## src/rtl/alu_op_pkg.sv

```systemverilog
// Shared RV32I opcode constants, ALU operation codes and skid-buffer state encoding
// for the ALU operation issue stage.
package alu_op_pkg;

    localparam logic [6:0] OPC_RTYPE  = 7'b0110011;
    localparam logic [6:0] OPC_ITYPE  = 7'b0010011;
    localparam logic [6:0] OPC_LOAD   = 7'b0000011;
    localparam logic [6:0] OPC_STORE  = 7'b0100011;
    localparam logic [6:0] OPC_BRANCH = 7'b1100011;

    localparam logic [6:0] F7_ZERO = 7'b0000000;
    localparam logic [6:0] F7_ALT  = 7'b0100000;

    typedef enum logic [3:0] {
        ALU_AND  = 4'b0000,
        ALU_OR   = 4'b0001,
        ALU_ADD  = 4'b0010,
        ALU_SLTI = 4'b0011,
        ALU_SRA  = 4'b0100,
        ALU_XOR  = 4'b0101,
        ALU_SUB  = 4'b0110,
        ALU_SLT  = 4'b0111,
        ALU_EQ   = 4'b1000,
        ALU_SLL  = 4'b1001,
        ALU_ADDI = 4'b1100,
        ALU_SRL  = 4'b1101
    } alu_op_e;

    typedef enum logic [1:0] {
        SKID_EMPTY = 2'b00,
        SKID_ONE   = 2'b01,
        SKID_FULL  = 2'b10
    } skid_state_e;

    // One decoded entry as held in the skid buffer.
    typedef struct packed {
        alu_op_e op;
        logic    alu_src;
        logic    illegal;
    } dec_t;

endpackage

```

## src/rtl/alu_op_lut.sv

```systemverilog
// Combinational RV32I field-to-ALU-operation table; unsupported encodings decode
// to operation 0000, ALUSrc 0, illegal 1.
module alu_op_lut
    import alu_op_pkg::*;
(
    input  logic [6:0] opcode,
    input  logic [2:0] funct3,
    input  logic [6:0] funct7,
    output dec_t       dec
);

    always_comb begin
        dec = '{op: ALU_AND, alu_src: 1'b0, illegal: 1'b1};
        case (opcode)
            OPC_RTYPE: begin
                case (funct3)
                    3'b000: begin
                        if (funct7 == F7_ZERO)
                            dec = '{op: ALU_ADD, alu_src: 1'b0, illegal: 1'b0};
                        else if (funct7 == F7_ALT)
                            dec = '{op: ALU_SUB, alu_src: 1'b0, illegal: 1'b0};
                    end
                    3'b111:  dec = '{op: ALU_AND, alu_src: 1'b0, illegal: 1'b0};
                    3'b110:  dec = '{op: ALU_OR,  alu_src: 1'b0, illegal: 1'b0};
                    3'b100:  dec = '{op: ALU_XOR, alu_src: 1'b0, illegal: 1'b0};
                    3'b010:  dec = '{op: ALU_SLT, alu_src: 1'b0, illegal: 1'b0};
                    default: ;
                endcase
            end
            OPC_ITYPE: begin
                case (funct3)
                    3'b000:  dec = '{op: ALU_ADDI, alu_src: 1'b1, illegal: 1'b0};
                    3'b010:  dec = '{op: ALU_SLTI, alu_src: 1'b1, illegal: 1'b0};
                    3'b111:  dec = '{op: ALU_AND,  alu_src: 1'b1, illegal: 1'b0};
                    3'b110:  dec = '{op: ALU_OR,   alu_src: 1'b1, illegal: 1'b0};
                    3'b100:  dec = '{op: ALU_XOR,  alu_src: 1'b1, illegal: 1'b0};
                    3'b001: begin
                        if (funct7 == F7_ZERO)
                            dec = '{op: ALU_SLL, alu_src: 1'b1, illegal: 1'b0};
                    end
                    3'b101: begin
                        if (funct7 == F7_ZERO)
                            dec = '{op: ALU_SRL, alu_src: 1'b1, illegal: 1'b0};
                        else if (funct7 == F7_ALT)
                            dec = '{op: ALU_SRA, alu_src: 1'b1, illegal: 1'b0};
                    end
                    default: ;
                endcase
            end
            OPC_LOAD, OPC_STORE: dec = '{op: ALU_ADD, alu_src: 1'b1, illegal: 1'b0};
            OPC_BRANCH: begin
                if (funct3 == 3'b000)
                    dec = '{op: ALU_EQ, alu_src: 1'b0, illegal: 1'b0};
            end
            default: ;
        endcase
    end

endmodule

```

## src/rtl/alu_op_issue.sv

```systemverilog
// ALU operation issue stage: registered decode behind a 2-entry skid buffer with
// valid/ready handshake. Optional illegal-entry counter under ALU_OP_ISSUE_ILLEGAL_CNT_EN.
//
// state      | meaning
// SKID_EMPTY | nothing held, out_valid 0, in_ready 1
// SKID_ONE   | head entry presented, in_ready 1
// SKID_FULL  | head presented, second entry parked in skid slot, in_ready 0
module alu_op_issue
    import alu_op_pkg::*;
#(
    parameter int OPCODE_LENGTH = 4
) (
    input  logic                     clk,
    input  logic                     reset_n,
    input  logic                     in_valid,
    output logic                     in_ready,
    input  logic [6:0]               opcode,
    input  logic [2:0]               funct3,
    input  logic [6:0]               funct7,
    input  logic                     flush,
    output logic                     out_valid,
    input  logic                     out_ready,
    output logic [OPCODE_LENGTH-1:0] Operation,
    output logic                     ALUSrc,
    output logic                     illegal
`ifdef ALU_OP_ISSUE_ILLEGAL_CNT_EN
    ,
    output logic [15:0]              illegal_cnt
`endif
);

    localparam dec_t DEC_RESET = '{op: ALU_AND, alu_src: 1'b0, illegal: 1'b0};

    skid_state_e r_state;
    skid_state_e w_state_nxt;
    dec_t        r_head;
    dec_t        r_skid;
    dec_t        w_dec;
    logic        w_in_xfer;
    logic        w_out_xfer;
    logic        w_head_from_in;
    logic        w_head_from_skid;
    logic        w_skid_load;

    alu_op_lut u_lut (
        .opcode (opcode),
        .funct3 (funct3),
        .funct7 (funct7),
        .dec    (w_dec)
    );

    assign in_ready   = (r_state != SKID_FULL);
    assign out_valid  = (r_state != SKID_EMPTY);
    assign w_in_xfer  = in_valid & in_ready;
    assign w_out_xfer = out_valid & out_ready;

    assign Operation = OPCODE_LENGTH'(r_head.op);
    assign ALUSrc    = r_head.alu_src;
    assign illegal   = r_head.illegal;

    always_ff @(posedge clk or negedge reset_n) begin
        if (!reset_n)
            r_state <= SKID_EMPTY;
        else
            r_state <= w_state_nxt;
    end

    always_comb begin
        w_state_nxt      = r_state;
        w_head_from_in   = 1'b0;
        w_head_from_skid = 1'b0;
        w_skid_load      = 1'b0;
        case (r_state)
            SKID_EMPTY: begin
                if (w_in_xfer) begin
                    w_state_nxt    = SKID_ONE;
                    w_head_from_in = 1'b1;
                end
            end
            SKID_ONE: begin
                if (w_in_xfer && w_out_xfer) begin
                    w_head_from_in = 1'b1;
                end else if (w_in_xfer) begin
                    w_state_nxt = SKID_FULL;
                    w_skid_load = 1'b1;
                end else if (w_out_xfer) begin
                    w_state_nxt = SKID_EMPTY;
                end
            end
            SKID_FULL: begin
                if (w_out_xfer) begin
                    w_state_nxt      = SKID_ONE;
                    w_head_from_skid = 1'b1;
                end
            end
            default: w_state_nxt = SKID_EMPTY;
        endcase
        // Flush wins over any simultaneous accept or issue.
        if (flush) begin
            w_state_nxt      = SKID_EMPTY;
            w_head_from_in   = 1'b0;
            w_head_from_skid = 1'b0;
            w_skid_load      = 1'b0;
        end
    end

    always_ff @(posedge clk or negedge reset_n) begin
        if (!reset_n) begin
            r_head <= DEC_RESET;
            r_skid <= DEC_RESET;
        end else begin
            if (w_head_from_in)
                r_head <= w_dec;
            else if (w_head_from_skid)
                r_head <= r_skid;
            if (w_skid_load)
                r_skid <= w_dec;
        end
    end

`ifdef ALU_OP_ISSUE_ILLEGAL_CNT_EN
    logic [15:0] r_illegal_cnt;

    always_ff @(posedge clk or negedge reset_n) begin
        if (!reset_n)
            r_illegal_cnt <= 16'h0000;
        else if (w_out_xfer && !flush && r_head.illegal && (r_illegal_cnt != 16'hFFFF))
            r_illegal_cnt <= r_illegal_cnt + 16'h0001;
    end

    assign illegal_cnt = r_illegal_cnt;
`endif

endmodule

```

## config.mk

```make
export PLATFORM = sky130hd
export DESIGN_NAME = alu_op_issue
export DESIGN_NICKNAME = d
export VERILOG_FILES = /design/src/rtl/alu_op_pkg.sv /design/src/rtl/alu_op_lut.sv /design/src/rtl/alu_op_issue.sv
export SDC_FILE = /design/constraint.sdc
export NUM_CORES = 1
export LEC_CHECK = 0
export ABC_AREA = 1
export CORE_MARGIN = 2
export CORE_UTILIZATION = 42
export CTS_BUF_LIST = sky130_fd_sc_hd__clkbuf_16
export DETAILED_ROUTE_END_ITERATION = 16
export PLACE_DENSITY_LB_ADDON = 0.25
export SETUP_SLACK_MARGIN = 0.15
export SYNTH_ARGS = -nofsm -noshare
export SYNTH_HDL_FRONTEND = slang
export SYNTH_SLANG_ARGS = --single-unit
```

## constraint.sdc

```tcl
create_clock -name clk -period 1.3 [get_ports clk]
set_input_delay 0.13 -clock clk [delete_from_list [all_inputs] [get_ports clk]]
set_output_delay 0.13 -clock clk [all_outputs]
set_load 0.02 [all_outputs]
```

# Word level (Yosys, flattened, before mapping)
# Cells that the tools add are included.
[word_totals]
ff_bits = 14
input_bits = 22
output_inout_bits = 8
word_cells = 64
[op_classes]
n_eq_ne = 19
mux = 28
bitwise_logic = 2
n_reduce_logical = 8
[op_table]
columns = ["cell", "count"]
rows = [
  ["$pmux W6 S7", 1],
  ["$mux W6", 6],
  ["$pmux W6 S5", 1],
  ["$pmux W6 S4", 1],
  ["$eq A7 B6 Y1 const B", 3],
  ["$eq A3 B3 Y1 const B", 4],
  ["$mux W2", 6],
  ["$mux W5", 2],
  ["$mux W1", 9],
  ["$ne A3 B3 Y1 const B", 3],
  ["$eq A7 B2 Y1 const B", 1],
  ["$eq A7 B5 Y1 const B", 1],
  ["$eq A7 B7 Y1 const B", 1],
  ["$logic_not A7 Y1", 1],
  ["$pmux W2 S3", 1],
  ["$ne A4 B4 Y1 const B", 1],
  ["$reduce_and A4 Y1", 1],
  ["$reduce_bool A2 Y1", 2],
  ["$eq A3 B1 Y1 const B", 1],
  ["$eq A3 B2 Y1 const B", 1],
  ["$logic_not A3 Y1", 1],
  ["$and A1 B1 Y1", 2],
  ["$eq A2 B1 Y1 const B", 1],
  ["$eq A2 B2 Y1 const B", 1],
  ["other kinds (5)", 5],
]

# Logic depth before layout (Yosys ltp)
[logic_depth]
word_depth = 7
mapped_depth = 10
depth_no_buf = 10

# Cells and area by module
# Synthesis repeated with hierarchy kept, for this count alone.
[hier_totals]
cells_unflattened = 155
hier_area_um2 = 1034.7
[modules_own_cells]
columns = ["mod", "n_inst", "cells_per_inst", "area_each_um2", "seq_area_each_um2"]
rows = [
  ["alu_op_issue", 1, 88, 723.2, 350.3],
  ["alu_op_lut", 1, 67, 311.5, 0.0],
]

# Worst setup path before layout
# No wires, ideal clock.
[synth_path]
path_kind = "flip-flop to flip-flop"
start = "reg r_state[1]"
end = "reg r_skid[5] in the netlist's numbering"
arrival_ps = 1070
required_ps = 1183
path_slack_ps = 113
path_stages_with_launch = 8
path_buffers = 0
synth_period_minus_slack_ps = 1187
cell_sequence = "dfrtp_1 > nor2_2 > and3_2 > inv_2 > nor2_8 > inv_2 > nand2_1 > nand2_1"
[synth_via]
elab_chain_cells = 6
word_cells_on_any_way = 10
cone_classes = "eq/ne (2); mux (4); bitwise (2); reduce/logical (2)"
[synth_lines]
columns = ["item", "line", "source"]
rows = [
  ["start: declaration", "alu_op_issue.sv:34", "skid_state_e r_state;"],
  ["start signal: assignment", "alu_op_issue.sv:65", "r_state <= w_state_nxt;"],
  ["$ne A2 B2 Y1 / $reduce_bool A2 Y1 (equally long branches)", "alu_op_issue.sv:52, alu_op_issue.sv:53", ""],
  ["$and A1 B1 Y1, on equally long branches", "alu_op_issue.sv:54, alu_op_issue.sv:55", ""],
  ["$mux W1 / $logic_and A1 B1 Y1 (equally long branches)", "alu_op_issue.sv:83, alu_op_issue.sv:81", ""],
  ["$mux W1", "alu_op_issue.sv:81", "if (w_in_xfer && w_out_xfer) begin"],
  ["$mux W1 *", "alu_op_issue.sv:73", "case (r_state)"],
  ["$mux W1 *", "alu_op_issue.sv:99", "if (flush) begin"],
  ["end signal: assignment", "alu_op_issue.sv:117", "r_skid <= w_dec;"],
  ["end: declaration", "alu_op_issue.sv:37", "dec_t r_skid;"],
]
# Every way passes the cells marked *; elsewhere a longest branch is shown, timed or not.
# A chain may end at the register's enable or synchronous reset.

# Final worst setup path
[layout_path]
start = "reg r_state[1]"
end = "reg r_skid[1] in the netlist's numbering"
# Same word-level chain as after synthesis.

==> results.py <==
metrics = {
    "critical_path": {
        "r2r_slack_ns": -0.05,
        "critical_path.max_stage_delay_ns": 0.42,
        "regToRegStartpoint": "r_state[1]",
        "critPathLaunchType": "register",
        "cp_data_arrival_time_ns": 1.47,
        "path_class": "register to register",
        "cp_top_family": "simple AND/OR/NAND/NOR gates",
        "crit_buf_inv": 2,
        "end_kind": "register",
        "required_ns": 1.42,
        "crit_top_cell": "inv_4",
        "r2r_cells": 7,
        "r2r-end": "r_skid[1]",
        "crit_chain": "nor2_2 -> and3_4 -> inv_4 -> nor2_8 -> inv_4 -> nand2_2 -> nand2_1",
        "path_max_fanout": 6,
        "critical_path.slowest_cell": "dfrtp_1",
    },
    "cells_and_area": {
        "multi_input_area_sq_um": 742,
        "area_growth_syn_to_layout_pct": 68.2,
        "layout.nets": 242,
        "layout-drive-gt1-share": 0.379,
        "fin_area_sq_mm": 0.00177,
        "diodes": 0,
        "layout_commonest_cell": "nand2_1",
        "final_cell_mix": "44 x nand2_1, 22 x nand2_2, 20 x inv_1, 18 x clkdlybuf4s50_1, 14 x dfrtp_1",
        "fill_cells": 197,
        "final_util": 0.729,
        "seq_area_sq_um": 350,
    },
    "yosys": {
        "syn_inst": 168,
        "synth_compound_area_frac": 0.0830,
        "synth.distinct_cells": 22,
        "synth.ff_latch_count": 14,
        "synthMuxAreaShare": 0,
        "synth.avg_cell_area_sq_um": 6.28,
        "synth_xor_area_frac": 0,
        "yosysSeqAreaShare": 0.332,
        "yosys.area_share.adder": 0,
        "synth_simple_gate_area_share": 0.485,
        "synth_top_family_by_area": "simple AND/OR/NAND/NOR gates",
        "synth_fp_nets": 190,
        "yosys_warnings": 0,
        "syn-cell-area_sq_mm": 0.00105,
    },
    "clock_tree": {
        "clk_latency_ns": 0.24,
        "h-tree-depth": 1,
        "cts_tree": "yes",
        "cts-root-buf": "clkbuf_16",
        "cts_sinks": 14,
        "cts.clk_slew.worst_paths_ns": 0.05,
        "cts_made_buffers": 3,
        "cts.path.max_buffers": 2,
    },
    "placed_design": {
        "gp_congestion": 0.901,
        "port_buffers": 29,
        "dpl.hpwl_mm": 1.94,
        "placed_area_sq_mm": 0.00148,
    },
    "floorplan": {
        "boundaryPins": 30,
        "start_util": 0.434,
        "die_area_sq_mm": 0.00293,
        "die_w_microns": 54.1,
        "rows": 18,
        "die_h_microns": 54.1,
        "coreArea_sq_mm": 0.00243,
    },
    "sta": {
        "fin_crit_ns": 1.35,
        "finalMaxSlewViolations": 0,
        "max_freq_mhz": 743,
        "finalHoldViolCount": 0,
        "slew_headroom": 0.857,
        "setup_ws_ns": -0.0464,
        "setup_viol_count_final": 9,
        "setup_tns_ns": -0.234,
        "final.setup_skew_ns": 0.00403,
        "period_share": 1.04,
        "rsz0062_at_grt": "yes",
        "worstMarginPinSlew_ns": 0.213,
    },
    "run_status": {
        "violations": "negative setup slack",
        "status": "complete, but fails checks",
    },
    "routing": {
        "antenna_left": 0,
        "vias_per_cell": 5.06,
        "drc": 0,
        "finalWirelength_mm": 3.00,
        "wire_per_inst_microns": 12.1,
        "firstDrtPassIters": 4,
        "drt-initial-drc-count": 32,
        "dr_total_vias": 1261,
    },
    "grt": {
        "antenna_found_initial": 0,
        "grt_pass1_wl_mm": 4.78,
        "grt_max_degree": 15,
        "grt_remaining_overflow": 0,
        "grt_pass1_vias": 1141,
        "grt_usage": 0.224,
    },
    "flow_run": {
        "maxCapViolCount": 0,
    },
    "hold_path": {
        "hold_class": "input port to asynchronous set/reset pin",
    },
    "power": {
        "vdd_drop_max_uv": 916,
        "p_leak_nw": 0.895,
        "power_density_mw_per_mm2": 1240,
    },
}
[state kept, by name, summed over array words and instances (netlist names)]
name       count
r_state        2
Operation      4
r_skid         6
illegal        1
ALUSrc         1
[worst max path at each step]
stage                           from   endpoint  slack (ns)  depth (start not counted)
after floorplan           r_state[1]  r_skid[5]        0.14                          7
after global placement         flush  r_skid[0]       -0.18                          8
after detailed placement       flush  r_skid[0]       -0.18                          8
after CTS                 r_state[1]  r_skid[1]        0.01                          7
after global routing      r_state[1]     ALUSrc        -0.1                          9
final                     r_state[1]  r_skid[1]       -0.05                          7
[layer usage]
layer | track usage | wire, microns | vias to the layer above
li1 | - | - | 626
met1 | 0.255 | 1160 | 568
met2 | 0.413 | 1590 | 57
met3 | 0.0389 | 199 | 10
met4 | 0.0792 | 59 | 0
met5 | 0 | 0 | -
[cell usage after synthesis]
master,number,share of area
nand2_1,65,0.23
inv_1,24,0.085
nand3_1,18,0.085
nor2_1,17,0.060
dfrtp_1,14,0.33
o21ai_0,5,0.024
inv_2,4,0.014
nor2_2,3,0.018
nor2_4,3,0.032
nand2_2,2,0.012
o21ai_2,2,0.017
a21oi_1,1,0.0047
a31oi_2,1,0.012
and3_2,1,0.0071
nand3_2,1,0.0095
nand4_1,1,0.0059
nor2_8,1,0.019
nor3_1,1,0.0047
o211ai_1,1,0.0071
o21a_1,1,0.0071
o21ai_1,1,0.0047
o31ai_1,1,0.0071
[through the flow]
stage	power (mW)	hold WS [ns]	std cells	setup slack, ns
floorplan	1.03	-0.166	168	0.137
global placement	1.39	0.457	238	-0.176
detailed placement	1.41	0.455	238	-0.181
CTS	2.10	0.202	247	0.0144
global route	2.33	0.225	249	-0.0986
finish	2.21	0.193	249	-0.0464
[repair_timing]
item,4_1_cts,5_1_grt
hold buffers,0,0
gates cloned,0,0
resized for setup,47,32
pin swaps,28,20
setup buffers,5,2
setup endpoints to repair,22,16
[power by group]
group	internal, mW	total [mW]	switching [mW]	leakage (nW)
clock	0.406	0.576	0.170	0.0385
sequential	0.534	0.624	0.0900	0.185
combinational	0.458	1.01	0.550	0.671
[cell type report]
| type | instances | share of cell area |
|---|---|---|
| inverter | 28 | 0.0663 |
| clock buffer | 3 | 0.0423 |
| clock inverter | 1 | 0.00212 |
| multi-input combinational | 126 | 0.418 |
| sequential | 14 | 0.197 |
| tap | 30 | 0.0212 |
| timing repair buffer | 47 | 0.252 |
[cell families (layout without fill, tap and decap cells)]
logic type | after synthesis | in the layout
AOI/OAI and AO/OA | 13 | 13
buffers and inverters | 28 | 79
DFF | 14 | 14
and+or+nand+nor | 113 | 113
Power figures use the tool's default switching activity.
